File: src/rtl/tcdm_bank_arbiter_rr_pick.sv
// Round-robin picker: first set request at or after the pointer, wrapping at NumReq-1.
// Purely combinational, zero latency; no backpressure (index 0, one-hot 0 when idle).
module tcdm_rr_pick #(
    parameter int NumReq   = 4,
    parameter int IdxWidth = 2
) (
    input  logic [NumReq-1:0]   i_req,
    input  logic [IdxWidth-1:0] i_ptr,
    output logic [NumReq-1:0]   o_onehot,
    output logic [IdxWidth-1:0] o_idx
);
    logic w_found;
    int   w_k;

    always_comb begin
        o_onehot = '0;
        o_idx    = '0;
        w_found  = 1'b0;
        w_k      = 0;
        for (int i = 0; i < NumReq; i++) begin
            w_k = int'(i_ptr) + i;
            if (w_k >= NumReq) begin
                w_k = w_k - NumReq;
            end
            if (!w_found && i_req[w_k]) begin
                w_found       = 1'b1;
                o_onehot[w_k] = 1'b1;
                o_idx         = IdxWidth'(w_k);
            end
        end
    end
endmodule

File: src/rtl/tcdm_bank_arbiter.sv
// Round-robin arbiter of NumReq requesters onto one single-ported TCDM bank.
// Grant is combinational; response valid/id one cycle after the handshake.
// Bank backpressure via bank_gnt_i: no grant and no state change while it is low.
module tcdm_bank_arbiter #(
    parameter int NumReq    = 4,
    parameter int DataWidth = 32,
    parameter int AddrWidth = 32,
    parameter int BeWidth   = DataWidth / 8,
    parameter int IdWidth   = 1
) (
    input  logic                        clk_i,
    input  logic                        rst_ni,
    input  logic [NumReq-1:0]           req_i,
    output logic [NumReq-1:0]           gnt_o,
    input  logic [NumReq*AddrWidth-1:0] add_i,
    input  logic [NumReq-1:0]           wen_i,
    input  logic [NumReq*DataWidth-1:0] data_i,
    input  logic [NumReq*BeWidth-1:0]   be_i,
    input  logic [NumReq*IdWidth-1:0]   id_i,
    output logic [NumReq-1:0]           r_valid_o,
    output logic [DataWidth-1:0]        r_data_o,
    output logic [IdWidth-1:0]          r_id_o,
    output logic                        bank_req_o,
    input  logic                        bank_gnt_i,
    output logic [AddrWidth-1:0]        bank_add_o,
    output logic                        bank_wen_o,
    output logic [DataWidth-1:0]        bank_data_o,
    output logic [BeWidth-1:0]          bank_be_o,
    output logic [IdWidth-1:0]          bank_id_o,
    input  logic [DataWidth-1:0]        bank_r_data_i
);
    localparam int IdxWidth = (NumReq > 1) ? $clog2(NumReq) : 1;

    logic [IdxWidth-1:0] r_rr_q;
    logic [IdxWidth-1:0] r_pend_idx;
    logic                r_pend_vld;
    logic [IdWidth-1:0]  r_id;

    logic [NumReq-1:0]   w_onehot;
    logic [IdxWidth-1:0] w_idx;
    logic [IdxWidth-1:0] w_rr_nxt;
    logic                w_any;
    logic                w_hs;
    int                  w_sel;

    tcdm_rr_pick #(
        .NumReq   (NumReq),
        .IdxWidth (IdxWidth)
    ) u_rr_pick (
        .i_req    (req_i),
        .i_ptr    (r_rr_q),
        .o_onehot (w_onehot),
        .o_idx    (w_idx)
    );

    assign w_any      = |req_i;
    assign w_hs       = w_any & bank_gnt_i;
    assign bank_req_o = w_any;
    assign gnt_o      = w_onehot & {NumReq{bank_gnt_i}};
    assign w_rr_nxt   = (int'(w_idx) == NumReq - 1) ? '0 : w_idx + IdxWidth'(1);

    // The picker reports index 0 when idle, so the bank bus then mirrors requester 0.
    always_comb begin
        w_sel       = int'(w_idx);
        bank_add_o  = add_i [w_sel*AddrWidth +: AddrWidth];
        bank_wen_o  = wen_i [w_sel];
        bank_data_o = data_i[w_sel*DataWidth +: DataWidth];
        bank_be_o   = be_i  [w_sel*BeWidth   +: BeWidth];
        bank_id_o   = id_i  [w_sel*IdWidth   +: IdWidth];
    end

    always_ff @(posedge clk_i or negedge rst_ni) begin
        if (!rst_ni) begin
            r_rr_q     <= '0;
            r_pend_idx <= '0;
            r_pend_vld <= 1'b0;
            r_id       <= '0;
        end else begin
            r_pend_vld <= w_hs;
            if (w_hs) begin
                r_rr_q     <= w_rr_nxt;
                r_pend_idx <= w_idx;
                r_id       <= bank_id_o;
            end
        end
    end

    always_comb begin
        r_valid_o = '0;
        if (r_pend_vld) begin
            r_valid_o[r_pend_idx] = 1'b1;
        end
    end

    // Bank read data has exactly one cycle of latency, so it lines up with r_valid_o.
    assign r_data_o = bank_r_data_i;
    assign r_id_o   = r_id;
endmodule

File: config.mk
export PLATFORM = sky130hd
export DESIGN_NAME = tcdm_bank_arbiter
export DESIGN_NICKNAME = d
export VERILOG_FILES = /design/src/rtl/tcdm_bank_arbiter_rr_pick.sv /design/src/rtl/tcdm_bank_arbiter.sv
export SDC_FILE = /design/constraint.sdc
export NUM_CORES = 1
export LEC_CHECK = 0
export BUFFER_PORTS_ARGS = -buffer_cell sky130_fd_sc_hd__buf_2
export CAP_MARGIN = 20
export CORE_AREA = 10 10 157 159
export CTS_CLUSTER_SIZE = 25
export DETAILED_ROUTE_END_ITERATION = 10
export DIE_AREA = 0 0 167 169
export GPL_TIMING_DRIVEN = 0
export HOLD_SLACK_MARGIN = 0.12
export SETUP_SLACK_MARGIN = 0.1
export SYNTH_ARGS = -nofsm -noshare
export SYNTH_HDL_FRONTEND = slang
export SYNTH_SLANG_ARGS = --single-unit
File: constraint.sdc
create_clock -name clk_i -period 3.4 [get_ports clk_i]
set_input_delay 0.34 -clock clk_i [delete_from_list [all_inputs] [get_ports clk_i]]
set_output_delay 0.34 -clock clk_i [all_outputs]
set_load 0.02 [all_outputs]
Word level (Yosys, flattened, before mapping)

Cells that the tools add are included.

Output and inout bits: 112
Flip-flop bits (word level): 6
RAM bits: 0
Memories: 0
Logic and storage cells: 90
Bits in latches: 0
Input port bits: 319
Bits in read-only memories: 0

Shift-type cells: 4
Multiplexer cells: 41
Add/sub/neg operators: 8
Equality and inequality tests: 1
Bitwise gates (word level): 5
Multipliers: 0
Magnitude comparators: 15
Divide/modulo/power cells: 0
Reductions and logical operators: 12

Operators by type and width:

| cell                                                                                  | number |
|---|---|
| 128-bit by 8-bit variable part select with 32-bit output                              | 2 |
| 32-bit by 1-bit greater-or-equal comparator with 1-bit output (second input constant) | 4 |
| 32-bit by 4-bit less-than comparator with 1-bit output (second input constant)        | 4 |
| 32-bit 2-to-1 mux                                                                     | 4 |
| 32-bit by 4-bit greater-or-equal comparator with 1-bit output (second input constant) | 3 |
| 32-bit by 4-bit subtractor with 32-bit output (second input constant)                 | 3 |
| 4-bit 2-to-1 mux                                                                      | 5 |
| 1-bit 2-to-1 mux                                                                      | 17 |
| 16-bit by 5-bit variable part select with 4-bit output                                | 1 |
| 4-bit bitwise OR                                                                      | 3 |
| 1-bit binary-select mux with 2-bit select                                             | 5 |
| 1-bit demux with 2-bit select                                                         | 5 |
| 2-bit 2-to-1 mux                                                                      | 5 |
| 1-bit logical AND                                                                     | 8 |
| 2-bit by 2-bit adder with 3-bit output (second input constant)                        | 2 |
| 2-bit by 3-bit less-than comparator with 1-bit output (second input constant)         | 2 |
| 4-bit AND                                                                             | 1 |
| 4-bit OR reduction                                                                    | 1 |
| 4-bit by 3-bit variable part select with 1-bit output                                 | 1 |
| 2-bit by 3-bit subtractor with 4-bit output (second input constant)                   | 1 |
| 2-bit by 1-bit adder with 3-bit output (second input constant)                        | 1 |
| 2-bit by 3-bit greater-or-equal comparator with 1-bit output (second input constant)  | 1 |
| 1-bit logical NOT                                                                     | 3 |
| 2-bit by 1-bit adder with 2-bit output (second input constant)                        | 1 |
| other kinds (3)                                                                       | 3 |

Logic depth before layout (Yosys ltp)

Gate-level depths: netlist (run 1).

Word-level depth: 17
Depth in mapped cells: 12
Mapped depth without buffers: 8

Cells and area by module

From an unflattened synthesis (run 1), not the netlist that was laid out.

Cell total of the unflattened synthesis: 192
Area total of the unflattened synthesis: 2,671.3 um^2

Modules (own cells, without submodules):

| module            | area each (um^2) | seq. area each (um^2) | cells each | instances |
|---|---|---|---|---|
| tcdm_bank_arbiter | 2,214.6          | 150.1                 | 143        | 1 |
| tcdm_rr_pick      | 456.7            | 0.0                   | 49         | 1 |

Worst setup path after synthesis (run 1)

Ideal clock, no wire load.

Path type: register -> output
Start point: register r_rr_q[0]
End point: output port bank_add_o[14]
Slack: 192 ps
Arrival: 2,868 ps
Required time: 3,060 ps
Path buffers: 3
Stages on the path, launching flop included: 11
Cell sequence: dfrtp_1 -> buf_6 -> clkbuf_1 -> inv_1 -> ha_1 -> mux4_2 -> o21bai_4 -> a21oi_2 -> buf_2 -> and3_1 -> a31oi_1

Longest elaborated chain between the ends: 16
Elaborated cells on any way between the ends: 41
Classes of those cells: add/sub (7); order compare (4); shift (1); mux (23); reduce/logical (6)

RTL lines:

| what                                                                                   | RTL line                        | text |
|---|---|---|
| start, declared                                                                        | tcdm_bank_arbiter.sv:34         | `logic [IdxWidth-1:0] r_rr_q;` |
| start signal, assigned                                                                 | tcdm_bank_arbiter.sv:81         | `r_rr_q <= w_rr_nxt;` |
| branches (longest 14 deep; another with 32-bit by 4-bit subtractor with 32-bit output) | n/a                             |  |
| 2-bit 2-to-1 mux *                                                                     | tcdm_bank_arbiter_rr_pick.sv:25 | `if (!w_found && i_req[w_k]) begin` |
| 128-bit by 8-bit variable part select with 32-bit output *                             | tcdm_bank_arbiter.sv:65         | `bank_add_o = add_i [w_sel*AddrWidth +: AddrWidth];` |
| end, declared                                                                          | tcdm_bank_arbiter.sv:25         | `output logic [AddrWidth-1:0] bank_add_o,` |

Every way passes the cells marked *. The select of a mux whose other input is x is not followed.

Worst setup path in the final report (run 1)

Start point: register r_rr_q[0]
End point: output port bank_data_o[27]

Longest elaborated chain between the ends: 16
Elaborated cells on any way between the ends: 41
Classes of those cells: add/sub (7); order compare (4); shift (1); mux (23); reduce/logical (6)

RTL lines:

| what                                                                                   | RTL line                        | text |
|---|---|---|
| branches (longest 14 deep; another with 32-bit by 4-bit subtractor with 32-bit output) | n/a                             |  |
| 2-bit 2-to-1 mux *                                                                     | tcdm_bank_arbiter_rr_pick.sv:25 |  |
| 128-bit by 8-bit variable part select with 32-bit output *                             | tcdm_bank_arbiter.sv:67         | `bank_data_o = data_i[w_sel*DataWidth +: DataWidth];` |
| end, declared                                                                          | tcdm_bank_arbiter.sv:27         | `output logic [DataWidth-1:0] bank_data_o,` |

Marked as above.

==> flow_summary.yaml, run 1 <==
detailed_routing:
  first_pass_iters: 7
  drt-initial-drc-count: 337
  ant_nets: 0
  via_count: 5705
  wl_per_cell_um: 19.1
  totalWireLength_um: 24400
  drc: 0
  avgViaCountPerCell: 4.48
final_layout:
  utilization_pct: 28.5
  fin_nets: 1318
  area_delta_synth_final_pct: 96.9
  drive_gt1_share_pct: 53.5
  diodes: 0
synth:
  synth_warnings: 0
  synth_area_per_cell_um2: 5.37
  synth_edf_count: 0
  yosys-top-cells-area: "nand2_1, and3_1, a31oi_1, buf_4, dfrtp_1"
  yosysSeqAreaShare_pct: 4.81
  yosysUniqueCellTypes: 39
  syn-cell-area_mm2: 0.00312
  synth_async_sr_flop_share_pct: 100
  syn_nets: 904
  ys.flop_type: "dfrtp_1"
  ys_ff_latch: 6
  synth_top_area_share_pct: 34.8
  synth_top_area_cell: "nand2_1"
  synthCells: 581
  synth_most_common_cell: "nand2_1"
  synth_commonest_cells: "nand2_1, and3_1, a31oi_1"
placement:
  hpwlAfterDp_um: 19800
  pre_cts_slack_ps: -894
  gp_congestion: 0.902
  numPortBuffers: 396
clock_tree:
  clk_latency_ps: 230
  tritoncts: "built"
  clock_path_buffers: 2
  clk_root_buffer_cell: "clkbuf_16"
  clk_pin_slew_worst_paths_ps: 30
  cts-htree-levels: 1
  clock_sinks: 6
  cts_buffers: 3
global_route:
  grt_antenna_before_repair: 0
  grt_max_degree: 11
  grtUsageTotal_pct: 15.1
  gr-total-overflow: 0
  grt_pass1_wl_um: 34600
  grt_pass1_vias: 5875
setup_path:
  critPathLaunchType: "register"
  crit_arrival_ps: 2880
  worst_setup_path_end_kind: "output pin"
  worstReg2RegEnd: "r_id_o"
  path_max_fanout: 10
  critPathKind: "register to output pin"
  crit_required_ps: 3060
  rr_worst_depth: 10
  regToRegSetupSlack_ps: 820
  r2r_start: "r_rr_q[0]"
sta:
  setup_ws_ps: 178
  worstMarginPinSlew_ps: 507
  setup_tns_ps: 0
  whs_ps: 475
  fmax_mhz: 310
  hold_viol: 0
  fin_crit_ps: 3220
  fin_crit_sh_pct: 94.8
  slew_violations: 0
  skew_ps: 2.70
  finalSetupViolations: 0
  slew_headroom_pct: 65.8
  rsz0062_at_grt: "true"
floorplanning:
  die_y_um: 169
  rows: 54
  die-width_um: 167
  coreArea_mm2: 0.0216
  dieArea_mm2: 0.0282
  io_pins: 431
  start_util_pct: 14.5
power_and_ir_drop:
  powerDensity_mw_per_mm2: 1300
  internal_power_w: 0.00336
  pwr-share-comb_pct: 95.9
  pwr-share-seq_pct: 1.8
  max-vdd-ir-drop_v: 0.000573
  p_leak_nw: 3.44
  p_switching_w: 0.00461
  p_total_w: 0.00797
  power_switching_share_pct: 57.9
  clkPwrFrac_pct: 2.4
worst_hold_path:
  hp-class: "register to register"
  holdCritStartpoint: "r_id_o"
  min_to: "r_id_o"
  min_path_cells: 2
status:
  outcome: "finished clean"
run:
  maxCapViolations: 0
[placed cells by master, fill, tap and decap left out, types with 4 or more instances in the layout]
| cell | n |
|---|---|
| a21boi_0 | 5 |
| a22oi_1 | 4 |
| a2bb2oi_1 | 4 |
| a31oi_1 | 60 |
| a31oi_2 | 5 |
| a31oi_4 | 4 |
| and3_1 | 56 |
| and3_4 | 14 |
| buf_2 | 364 |
| buf_4 | 85 |
| buf_6 | 10 |
| buf_8 | 5 |
| clkbuf_16 | 5 |
| clkbuf_2 | 17 |
| dfrtp_1 | 5 |
| inv_1 | 5 |
| nand2_1 | 289 |
| nor2_1 | 7 |
[sequential cells by signal, summed over array words and instances, names as in the netlist]
| register | count |
|---|---|
| r_pend_idx | 2 |
| r_rr_q | 2 |
| r_id_o | 1 |
| r_pend_vld | 1 |
[power groups by stage]
stage               Combinational, W  Clock (W)  Sequential [W]
finish                       0.00764   0.000187        0.000142
global placement             0.00639          0        0.000143
floorplan                    0.00405          0        0.000141
detailed placement           0.00641          0        0.000144
CTS                          0.00687   0.000189        0.000142
global route                 0.00825   0.000194        0.000147
[critical path: stages (launching register included)]
cell and delay (ps):
dfrtp_1 370, buf_6 120, clkbuf_16 130, inv_6 40
ha_4 300, mux4_2 550, o21bai_4 270, a21o_1 190
buf_8 190, buf_4 210, a31oi_1 120, buf_4 180
[layer usage]
layer	vias up	share of wire (%)	wire length [um]	GRT usage, %
li1	2771	-	-	-
met1	2584	39	9470	18.0
met2	322	50	12200	26.5
met3	28	9.8	2380	4.72
met4	0	1.2	295	2.14
met5	-	0	0	0
[repair_timing]
action,in CTS,in global routing
cloned,1,3
gates resized for setup,62,90
buffers inserted,5,3
pin swaps,3,4
endpoints found under the hold margin,6,0
hold buffers,1,0
endpoints found under the setup margin,78,70
[cell families (layout without fill, tap and decap cells)]
family                   after synthesis  after routing  synth area share (%)
AO/OA/AOI/OAI                        101            102                  22.6
XOR/XNOR                               1              1                 0.281
adder cells (fa/ha/maj)                4              4                  1.60
buffers and inverters                 89            500                  16.5
flip-flops                             6              6                  4.81
multiplexers                           7              7                  3.17
AND/OR/NAND/NOR                      373            373                  51.0
[worst max path at each step]
stage	to	cells after the start	slack, ps	from
floorplan	bank_add_o[14]	10	190	r_rr_q[0]
global placement	bank_add_o[7]	11	-840	r_rr_q[0]
detailed placement	bank_add_o[7]	11	-890	r_rr_q[0]
CTS	bank_data_o[1]	13	110	r_rr_q[0]
global route	bank_data_o[27]	11	80	r_rr_q[0]
finish	bank_data_o[27]	11	180	r_rr_q[0]
[through the flow]
stage | instances | cell area [um2]
6_report | 1273 | 6140
5_1_grt | 1273 | 6140
4_1_cts | 1267 | 5780
3_5_place_dp | 1257 | 5450
3_3_place_gp | 1257 | 5450
2_1_floorplan | 581 | 3120
[cell type report]
type                            instances  area [um2]
Timing Repair Buffer                  408        2190
Sequential cell                         6         151
Inverter                                6        27.5
Clock buffer                            3        75.1
Fill cell                            2455       15400
Buffer                                 83         681
Tap cell                              280         350
Multi-Input combinational cell        487        2670
Power figures use the tool's default switching activity.
==> inputs of run 2 (changes only) <==
--- a/config.mk
+++ b/config.mk
@@ -7,10 +7,11 @@
 export LEC_CHECK = 0
 export BUFFER_PORTS_ARGS = -buffer_cell sky130_fd_sc_hd__buf_2
 export CAP_MARGIN = 20
-export CORE_AREA = 10 10 157 159
+export CORE_AREA = 10 10 161 163
+export CTS_BUF_LIST = sky130_fd_sc_hd__clkbuf_4
 export CTS_CLUSTER_SIZE = 25
 export DETAILED_ROUTE_END_ITERATION = 10
-export DIE_AREA = 0 0 167 169
+export DIE_AREA = 0 0 171 173
 export GPL_TIMING_DRIVEN = 0
 export HOLD_SLACK_MARGIN = 0.12
 export SETUP_SLACK_MARGIN = 0.1
==> run 2 against run 1 <==
Compared with the run above:
- sequential cell count is the same
- critical endpoint is now bank_add_o[0]
- final cell count grew 0.63%
- highest routed layer is now met5
- largest cell class is now multi-input combinational cells
- sequential share of layout area shrank 0.23 points
- critical path type unchanged
- routed wire length grew 2.3%
==> flow_summary.yaml, run 2 (synthesis gave the netlist of run 1 again) <==
status:
  outcome: "finished clean"
sta:
  worstMarginPinSlew_ps: 572
  finalSetupViolations: 0
  slew_violations: 0
  skew_ps: 4.85
  rsz0062_at_grt: "true"
  hold_viol: 0
  slew_headroom_pct: 61.8
  fin_crit_sh_pct: 98.3
  fin_crit_ps: 3340
  fmax_mhz: 299
placement:
  hpwlAfterDp_um: 19700
  place_inst: 1262
  gp_congestion: 0.876
  numPortBuffers: 396
clock_tree:
  clk_latency_ps: 240
  tritoncts: "built"
  clock_sinks: 6
  cts_buffers: 3
  clk_pin_slew_worst_paths_ps: 50
  cts-htree-levels: 1
  clock_path_buffers: 2
  clk_root_buffer_cell: "clkbuf_4"
power_and_ir_drop:
  p_leak_nw: 3.52
  p_total_w: 0.00926
  max-vdd-ir-drop_v: 0.000501
  powerDensity_mw_per_mm2: 1370
floorplanning:
  die_y_um: 173
  die-width_um: 171
  dieArea_mm2: 0.0296
  rows: 55
  io_pins: 431
  start_util_pct: 13.8
  coreArea_mm2: 0.0226
global_route:
  grt_antenna_before_repair: 2
  grt_pass1_wl_um: 34700
  grt_pass1_vias: 5933
  gr-total-overflow: 0
  grt_max_degree: 11
  grtUsageTotal_pct: 14.8
final_layout:
  drive_gt1_share_pct: 58.7
  area_delta_synth_final_pct: 117
  fillers: 2509
  layout_commonest_cell: "buf_2"
  layout.cells.non_filler: 1281
  layout.cells.most_common_list: "buf_2, nand2_1, buf_4"
  fin_nets: 1320
  reg_top3: "r_pend_idx x2, r_rr_q x2"
setup_path:
  path_max_fanout: 10
  crit_required_ps: 3060
  worst_setup_path_end_kind: "output pin"
  crit_arrival_ps: 3000
  critPathKind: "register to output pin"
  critPathLaunchType: "register"
detailed_routing:
  drt-initial-drc-count: 334
  ant_nets: 0
  drc: 0
  avgViaCountPerCell: 4.50
  totalWireLength_um: 24900
  wl_per_cell_um: 19.5
  via_count: 5768
  first_pass_iters: 5
run:
  maxCapViolations: 0
worst_hold_path:
  hp-class: "primary input to async pin"
[run 2: area by class of cell]
cell class	count	area (um2)	area share, %
Antenna cell	1	2.50	0.0370
Buffer	83	718	10.6
Clock buffer	3	22.5	0.333
Inverter	6	26.3	0.388
Multi-Input combinational cell	487	3110	45.9
Sequential cell	6	151	2.24
Tap cell	285	357	5.27
Timing Repair Buffer	410	2380	35.2
[run 2: worst paths after layout]
path	endpoint	cells past startpoint	slack, ps	startpoint
max in group asynchronous	r_rr_q[1]	2	2770	rst_ni
min in group clk_i	r_id_o	2	490	r_id_o
worst max-delay path	bank_add_o[0]	12	60	r_rr_q[0]
worst min register to register	r_id_o	2	490	r_id_o
worst max register to register	r_id_o	10	760	r_rr_q[0]
worst min-delay path	r_id_o	2	470	rst_ni
[run 2: worst max-delay path, stage by stage, from the launching register on]
cell and delay, ps:
dfrtp_1 390, buf_6 120, clkbuf_16 120, clkinvlp_4 90
ha_4 310, mux4_2 550, o21bai_4 230, buf_12 140
a21oi_4 90, buf_8 160, and3_1 150, a31oi_2 200
buf_4 190
[run 2: power breakdown]
part           switching, W  total [W]  internal, W
logic               0.00494    0.00905      0.00411
registers         0.0000423   0.000146     0.000104
clock network     0.0000243  0.0000641    0.0000398
[run 2: stage by stage]
step | hold slack, ps | area, um2 | worst slack, ps | util (%) | TNS, ps
floorplan | 44.4 | 3120 | 192 | - | 0
global placement | 169 | 5460 | -662 | 24.2 | -28570
detailed placement | 172 | 5460 | -724 | 24.2 | -30950
CTS | 468 | 6020 | 41.7 | 26.7 | 0
global route | 494 | 6770 | -48.0 | 30.0 | -459
finish | 469 | 6770 | 57.0 | 30.0 | 0
[run 2: what timing repair did]
| action | 4_1_cts | 5_1_grt |
|---|---|---|
| resized for setup | 121 | 162 |
| buffers inserted | 8 | 1 |
| hold buffers | 1 | 0 |
| pin swaps | 4 | 14 |
| setup endpoints to repair | 77 | 74 |
| cloned | 5 | 0 |
| endpoints found under the hold margin | 6 | 0 |
[run 2: metal layers]
layer,up-vias,wire length [um],share of wire [%],track usage [%]
li1,2779,-,-,-
met1,2681,9470,38,17.1
met2,284,13100,53,27.3
met3,22,2010,8.1,3.67
met4,2,305,1.2,1.49
met5,-,17,0.068,0
